## config.mk

```make
export PLATFORM = sky130hd
export DESIGN_NAME = spi_cmd_queue_flat
export DESIGN_NICKNAME = d
export VERILOG_FILES = /design/src/rtl/spi_cmd_queue_if.sv /design/src/rtl/spi_cmd_queue.sv /design/src/flat_wrapper.sv
export SDC_FILE = /design/constraint.sdc
export NUM_CORES = 1
export LEC_CHECK = 0
export ABC_AREA = 1
export ABC_CLOCK_PERIOD_IN_PS = 2240
export BUFFER_PORTS_ARGS = -buffer_cell sky130_fd_sc_hd__buf_2
export CORE_UTILIZATION = 50
export DETAILED_ROUTE_END_ITERATION = 10
export GPL_ROUTABILITY_DRIVEN = 0
export GPL_TIMING_DRIVEN = 0
export PLACE_DENSITY_LB_ADDON = 0.3
export SKIP_LAST_GASP = 1
export SYNTH_ARGS = -nofsm -noshare
export SYNTH_HDL_FRONTEND = slang
export SYNTH_SLANG_ARGS = --single-unit
```

## constraint.sdc

```tcl
create_clock -name clk -period 2.24 [get_ports clk]
set_input_delay 0 -clock clk [delete_from_list [all_inputs] [get_ports clk]]
set_output_delay 0 -clock clk [all_outputs]
set_load 0.02 [all_outputs]
```

## src/rtl/spi_cmd_queue_if.sv

```systemverilog
// Bundles the spi_cmd_queue request, status and SPI transmitter signals.
// master: producer side (control logic plus the transmitter's done flag).
// slave:  the queue itself.
// Signals: wr_en/wr_dc/wr_data push a byte, flush drops queued bytes,
// cfg_prescaler sets the SCL prescaler, spi_done is the transmitter
// completion flag, spi_control/spi_data drive the transmitter, and
// full/empty/count/busy/overflow report queue status.
interface spi_cmd_queue_if #(
  parameter int unsigned ADDR_W = 4
);
  logic            wr_en;
  logic            wr_dc;
  logic [7:0]      wr_data;
  logic            flush;
  logic [7:0]      cfg_prescaler;
  logic            spi_done;
  logic [9:0]      spi_control;
  logic [7:0]      spi_data;
  logic            full;
  logic            empty;
  logic [ADDR_W:0] count;
  logic            busy;
  logic            overflow;

  modport master (
    output wr_en, wr_dc, wr_data, flush, cfg_prescaler, spi_done,
    input  spi_control, spi_data, full, empty, count, busy, overflow
  );

  modport slave (
    input  wr_en, wr_dc, wr_data, flush, cfg_prescaler, spi_done,
    output spi_control, spi_data, full, empty, count, busy, overflow
  );
endinterface

```

## src/rtl/spi_cmd_queue.sv

```systemverilog
// Command/data byte queue feeding the SPI transmit block.
// Buffers {dc, data} entries in a FIFO and hands them to the transmitter one at
// a time: load the byte and fields, raise enable, wait for a rising spi_done,
// drop enable and hold it low for GAP_CYCLES before the next byte.
// Ports: clk, reset (async, active-high), bus (spi_cmd_queue_if.slave) carrying
// the push/flush requests, the transmitter control word/byte/done and status.
module spi_cmd_queue #(
  parameter int unsigned DEPTH      = 16,
  parameter int unsigned ADDR_W     = 4,
  parameter int unsigned GAP_CYCLES = 2
) (
  input logic             clk,
  input logic             reset,
  spi_cmd_queue_if.slave  bus
);

  localparam int unsigned GapW = (GAP_CYCLES > 1) ? $clog2(GAP_CYCLES) : 1;
  localparam logic [GapW-1:0]   GapLast   = GapW'(GAP_CYCLES - 1);
  localparam logic [GapW-1:0]   GapOne    = GapW'(1);
  localparam logic [ADDR_W:0]   FullCount = (ADDR_W + 1)'(DEPTH);
  localparam logic [ADDR_W:0]   CountOne  = (ADDR_W + 1)'(1);
  localparam logic [ADDR_W-1:0] PtrOne    = ADDR_W'(1);

  typedef enum logic [2:0] {StIdle, StLoad, StStart, StWait, StGap} state_e;

  state_e            state_q, state_d;
  logic [8:0]        mem_q [DEPTH];
  logic [ADDR_W-1:0] wr_ptr_q, rd_ptr_q;
  logic [ADDR_W:0]   count_q;
  logic              overflow_q;
  logic [7:0]        data_q;
  logic              dc_q;
  logic [7:0]        presc_q;
  logic              enable_q, enable_d;
  logic              done_prev_q, done_prev_d;
  logic [GapW-1:0]   gap_cnt_q, gap_cnt_d;
  logic              load;

  logic full, empty, pop, push, ovf_set;

  assign full    = (count_q == FullCount);
  assign empty   = (count_q == '0);
  // The head is consumed in the LOAD cycle; a full queue can still take a push then.
  assign pop     = (state_q == StLoad) && !empty;
  assign push    = bus.wr_en && (!full || pop);
  assign ovf_set = bus.wr_en && full && !pop;

  always_ff @(posedge clk or posedge reset) begin
    if (reset) begin
      wr_ptr_q   <= '0;
      rd_ptr_q   <= '0;
      count_q    <= '0;
      overflow_q <= 1'b0;
    end else if (bus.flush) begin
      wr_ptr_q   <= '0;
      rd_ptr_q   <= '0;
      count_q    <= '0;
      overflow_q <= 1'b0;
    end else begin
      if (push) wr_ptr_q <= wr_ptr_q + PtrOne;
      if (pop)  rd_ptr_q <= rd_ptr_q + PtrOne;
      if (push && !pop)      count_q <= count_q + CountOne;
      else if (pop && !push) count_q <= count_q - CountOne;
      if (ovf_set) overflow_q <= 1'b1;
    end
  end

  always_ff @(posedge clk) begin
    if (push && !bus.flush) mem_q[wr_ptr_q] <= {bus.wr_dc, bus.wr_data};
  end

  always_comb begin
    state_d     = state_q;
    gap_cnt_d   = gap_cnt_q;
    done_prev_d = done_prev_q;
    load        = 1'b0;
    unique case (state_q)
      // A same-cycle flush empties the queue, so do not start another byte.
      StIdle: if (!empty && !bus.flush) state_d = StLoad;
      StLoad: begin
        load    = 1'b1;
        state_d = StStart;
      end
      StStart: begin
        done_prev_d = bus.spi_done;
        state_d     = StWait;
      end
      StWait: begin
        done_prev_d = bus.spi_done;
        // Only a 0->1 transition completes; a done already high must fall first.
        if (bus.spi_done && !done_prev_q) begin
          state_d   = StGap;
          gap_cnt_d = '0;
        end
      end
      StGap: begin
        if (gap_cnt_q == GapLast) begin
          state_d = (!empty && !bus.flush) ? StLoad : StIdle;
        end else begin
          gap_cnt_d = gap_cnt_q + GapOne;
        end
      end
      default: state_d = StIdle;
    endcase
    enable_d = (state_d == StStart) || (state_d == StWait);
  end

  always_ff @(posedge clk or posedge reset) begin
    if (reset) begin
      state_q     <= StIdle;
      gap_cnt_q   <= '0;
      done_prev_q <= 1'b0;
      enable_q    <= 1'b0;
      data_q      <= '0;
      dc_q        <= 1'b0;
      presc_q     <= '0;
    end else begin
      state_q     <= state_d;
      gap_cnt_q   <= gap_cnt_d;
      done_prev_q <= done_prev_d;
      enable_q    <= enable_d;
      if (load) begin
        data_q  <= mem_q[rd_ptr_q][7:0];
        dc_q    <= mem_q[rd_ptr_q][8];
        presc_q <= bus.cfg_prescaler;
      end
    end
  end

  assign bus.spi_control = {presc_q, dc_q, enable_q};
  assign bus.spi_data    = data_q;
  assign bus.full        = full;
  assign bus.empty       = empty;
  assign bus.count       = count_q;
  assign bus.busy        = (state_q != StIdle);
  assign bus.overflow    = overflow_q;

endmodule

```

## src/flat_wrapper.sv

```systemverilog
// flat-port wrapper written by rule: the top's interface ports become plain ports
module spi_cmd_queue_flat 
#(
  parameter int unsigned DEPTH      = 16,
  parameter int unsigned ADDR_W     = 4,
  parameter int unsigned GAP_CYCLES = 2
)
  (clk, reset, bus_wr_en, bus_wr_dc, bus_wr_data, bus_flush, bus_cfg_prescaler, bus_spi_done, bus_spi_control, bus_spi_data, bus_full, bus_empty, bus_count, bus_busy, bus_overflow);
  spi_cmd_queue_if #(.ADDR_W(ADDR_W)) bus_i ();
  input logic clk;
  input logic reset;
  input wire logic [$bits(bus_i.wr_en)-1:0] bus_wr_en;
  input wire logic [$bits(bus_i.wr_dc)-1:0] bus_wr_dc;
  input wire logic [$bits(bus_i.wr_data)-1:0] bus_wr_data;
  input wire logic [$bits(bus_i.flush)-1:0] bus_flush;
  input wire logic [$bits(bus_i.cfg_prescaler)-1:0] bus_cfg_prescaler;
  input wire logic [$bits(bus_i.spi_done)-1:0] bus_spi_done;
  output wire logic [$bits(bus_i.spi_control)-1:0] bus_spi_control;
  output wire logic [$bits(bus_i.spi_data)-1:0] bus_spi_data;
  output wire logic [$bits(bus_i.full)-1:0] bus_full;
  output wire logic [$bits(bus_i.empty)-1:0] bus_empty;
  output wire logic [$bits(bus_i.count)-1:0] bus_count;
  output wire logic [$bits(bus_i.busy)-1:0] bus_busy;
  output wire logic [$bits(bus_i.overflow)-1:0] bus_overflow;
  assign bus_i.wr_en = bus_wr_en;
  assign bus_i.wr_dc = bus_wr_dc;
  assign bus_i.wr_data = bus_wr_data;
  assign bus_i.flush = bus_flush;
  assign bus_i.cfg_prescaler = bus_cfg_prescaler;
  assign bus_i.spi_done = bus_spi_done;
  assign bus_spi_control = bus_i.spi_control;
  assign bus_spi_data = bus_i.spi_data;
  assign bus_full = bus_i.full;
  assign bus_empty = bus_i.empty;
  assign bus_count = bus_i.count;
  assign bus_busy = bus_i.busy;
  assign bus_overflow = bus_i.overflow;
  spi_cmd_queue #(.DEPTH(DEPTH), .ADDR_W(ADDR_W), .GAP_CYCLES(GAP_CYCLES)) u_core (.clk(clk), .reset(reset), .bus(bus_i));
endmodule
```

==> metrics.md <==
| Metric | Value |
|---|---|
| Library cells used by synthesis | `32` |
| Clock power share | `0.264` |
| Sequential element share of the synthesized area | `0.6841` |
| Die width | `125.9 um` |
| Pwr per Cell Area | `1109 nW/um2` |
| Final hold vios | `0` |
| Final WS setup | `-0.08940 ns` |
| Synth Register Bits | `181` |
| Min Tclk post-route | `2.329 ns` |
| Worst skew pair latency | `0.44 ns` |
| Yosys top cell area share | `0.5634` |
| Router iterations before antenna repair | `8` |
| Syn_nets | `746` |
| Max Freq | `429.3 MHz` |
| Mapped cell area | `between 7000 and 8000 um2` |
| Comb pwr share | `0.334` |
| WL per Instance | `18.20 um` |
| I/O Buffers | `48` |
| Total Neg Setup Slack | `-1.667 ns` |
| Worst slew pin tran | `0.9165 ns` |
| Num CTS Buffers | `17` |
| Largest net degree at the start of global routing | `38` |
| First-pass GRT wire length | `28.83 mm` |
| Final setup violation count | `24` |
| Ys Warns | `0` |
| Initial DRC Count | `673` |
| Global-route usage over all layers | `0.2460` |
| Final WL | `approximately 18 mm` |
| Number of diodes | `0` |
| Mean post-synth cell area | `10.75 um2` |
| Boundary pin count | `49` |
| Nets@finish | `~850` |
| Core Region | `14,750 um2` |
| Gr ovfl total | `0` |
| Critical Path Source Type | `flip-flop` |
| Fillers | `roughly 1.1k` |
| Starting density of the core | `0.5202` |
| Crit. End Element | `flip-flop` |
| Post-layout util | `0.6254` |
| Psw | `0.003813 W` |
| Initial antenna violation count | `0` |
| Critical Path Sink | `u_core.mem_q[0][1]` |
| Int Power | `0.006419 W` |
| Worst min path class | `in2reg` |
| Area grow syn2layout | `20.23%` |
| ANT nets after route | `0` |
| Die area | `15,850 um2` |
| Num rows | `44` |
| CTS tree | `done` |
| Maxcap violations | `0` |
| Reg2reg setup slack | `-0.09 ns` |
| CP required | `2.31 ns` |
| Root Buffer | `clkbuf_16` |
| Leak | `3.840 nW` |
| Commonest non-fill, non-tap cell in the layout | `nand2_1` |
| Dominant cell type by area after synthesis | `edfxtp_1` |
| Worst setup path startpoint | `u_core.state_q[1]` |
| Largest cells by area after synthesis | `edfxtp_1 56%, nand2_1 14%, dfrtp_1 12%` |
| Commonest cells after routing, fill and taps aside | `279 x nand2_1, 144 x edfxtp_1, 108 x nand3_1, 67 x buf_2, 35 x dfrtp_1` |
| Launch point of the worst reg-to-reg path | `u_core.state_q[1]` |
| Chip height | `125.9 um` |
| Max Slew Vio Count | `0` |
| Mapped Cells | `roughly 700` |
| Register area | `5253 um2` |
| R2r endpoint | `u_core.mem_q[0][1]` |
| Status | `complete, but fails checks` |
| VDD IR max | `686.2 uV` |
| Area of the multi-input gates | `2337 um2` |
| Crit Path Category | `reg2reg` |
| Worst Reg-to-Reg Cells | `5` |
| Fin Clk Skew | `0.006932 ns` |
| DRC errors left | `0` |
| Post-synth ARST share | `0.2044` |
| Fin crit share | `1.040` |
| Post-synth EDFFs | `144` |
| CTS Sinks | `181` |
| Htree depth | `4` |
| Worst-path clk slew | `approximately 0.060 ns` |
| Worst-path maximum fanout | `9` |
| Slew headroom | `0.3890` |
| Hpwl dp | `12.21 mm` |
| Via density | `5.526` |
| Vias in the first global route | `5,225` |
| Net Sw Frac | `0.3727` |
| Failing checks | `negative setup slack` |
| Pre-CTS setup slack | `-0.5207 ns` |
| Top FF cell, synth | `edfxtp_1` |
| Sequential share of power | `0.402` |
| Vias | `approximately 5.6k` |
| CTS Buffer Depth | `2` |
| RSZ-0062 raised after global routing | `true` |
| Share of layout cells above drive strength 1 | `0.1773` |
| Arrival time worst endpoint | `2.39 ns` |
## worst min-delay path by stage
stage / start / depth (start not counted) / to
floorplan: bus_wr_data[0] / 0 / u_core.mem_q[0][0]
global placement: bus_cfg_prescaler[2] / 3 / u_core.presc_q[2]
detailed placement: bus_cfg_prescaler[6] / 3 / u_core.presc_q[6]
CTS: bus_flush / 4 / u_core.rd_ptr_q[3]
global route: bus_flush / 4 / u_core.rd_ptr_q[3]
finish: bus_flush / 4 / u_core.rd_ptr_q[3]
## metrics by stage
step	hold slack (ns)	cells	total power (W)	instance area, um2
global placement	0.2016	946	0.007235	8145
finish	0.01115	1013	0.01023	9228
CTS	0.004394	1001	0.01009	8996
detailed placement	0.2069	950	0.007352	8190
floorplan	0.09887	714	0.006298	7675
global route	0.04558	1013	0.01080	9228
## worst max-delay path: stages (launching register included)
cell and delay (ns):
dfrtp_1 0.42, nor3_4 0.35, nor2_4 0.10, nor2_8 0.17, nand3_1 0.22, nor2_1 0.68
## logic make-up after synthesis
group | share of synthesized area
xor+xnor | 0.003424
simple gates | 0.2434
flops | 0.6841
buf+inv | 0.03521
compound gates | 0.01663
fa+ha+maj | 0.01728
## per-layer routing
metal	GRT usage	up-vias	wire [um]
met3	0.05480	40	1717
met1	0.3468	2664	7467
met4	0.09709	0	486
met2	0.3741	275	8768
li1	-	2619	-
met5	0	-	0
## synth_stat cells, types with 2 or more instances
library cell and count:
nand3_1 109, xor2_1 2, inv_1 28, nor2_1 22
clkbuf_1 15, buf_4 3, nand2_2 2, inv_2 2
ha_1 9, edfxtp_1 144, nand2_1 279, nor3_1 15
a21oi_4 2, dfrtp_1 37, a21oi_1 10, o21ai_0 5
buf_2 15
## flip-flops by register name, indices dropped and copies added, names as in the netlist
register and count:
u_core.bus.overflow 1, u_core.presc_q 8, u_core.enable_q 1, u_core.gap_cnt_q 1
u_core.mem_q 144, u_core.bus.count 5, u_core.rd_ptr_q 4, u_core.wr_ptr_q 4
u_core.bus.spi_data 8, u_core.state_q 3, u_core.dc_q 1, u_core.done_prev_q 1
## power by group through the flow
stage	sequential (W)	clock (W)	combinational, W
after floorplan	0.00436	0	0.00194
after global placement	0.00416	0	0.00307
after detailed placement	0.00418	0	0.00318
after CTS	0.00411	0.00273	0.00325
after global routing	0.00415	0.00286	0.00379
final	0.00411	0.00270	0.00342
## what timing repair did
| action | CTS | global route |
|---|---|---|
| buffers inserted | 0 | 11 |
| gates resized for setup | 17 | 14 |
| setup endpoints to repair | 133 | 107 |
| hold endpoints to repair | 158 | 37 |
| hold buffers | 19 | 1 |
| pin swaps | 0 | 6 |
## area by class of cell
class,instances,area share
plain buffers,33,0.01668
clock buffers,17,0.04610
clock inverters,15,0.01153
inverters,31,0.01261
multi-input cells,469,0.2533
flip-flops and latches,181,0.5692
well taps,184,0.02495
repair buffers,83,0.06563
No activity file was read; power rests on OpenSTA's default activity.
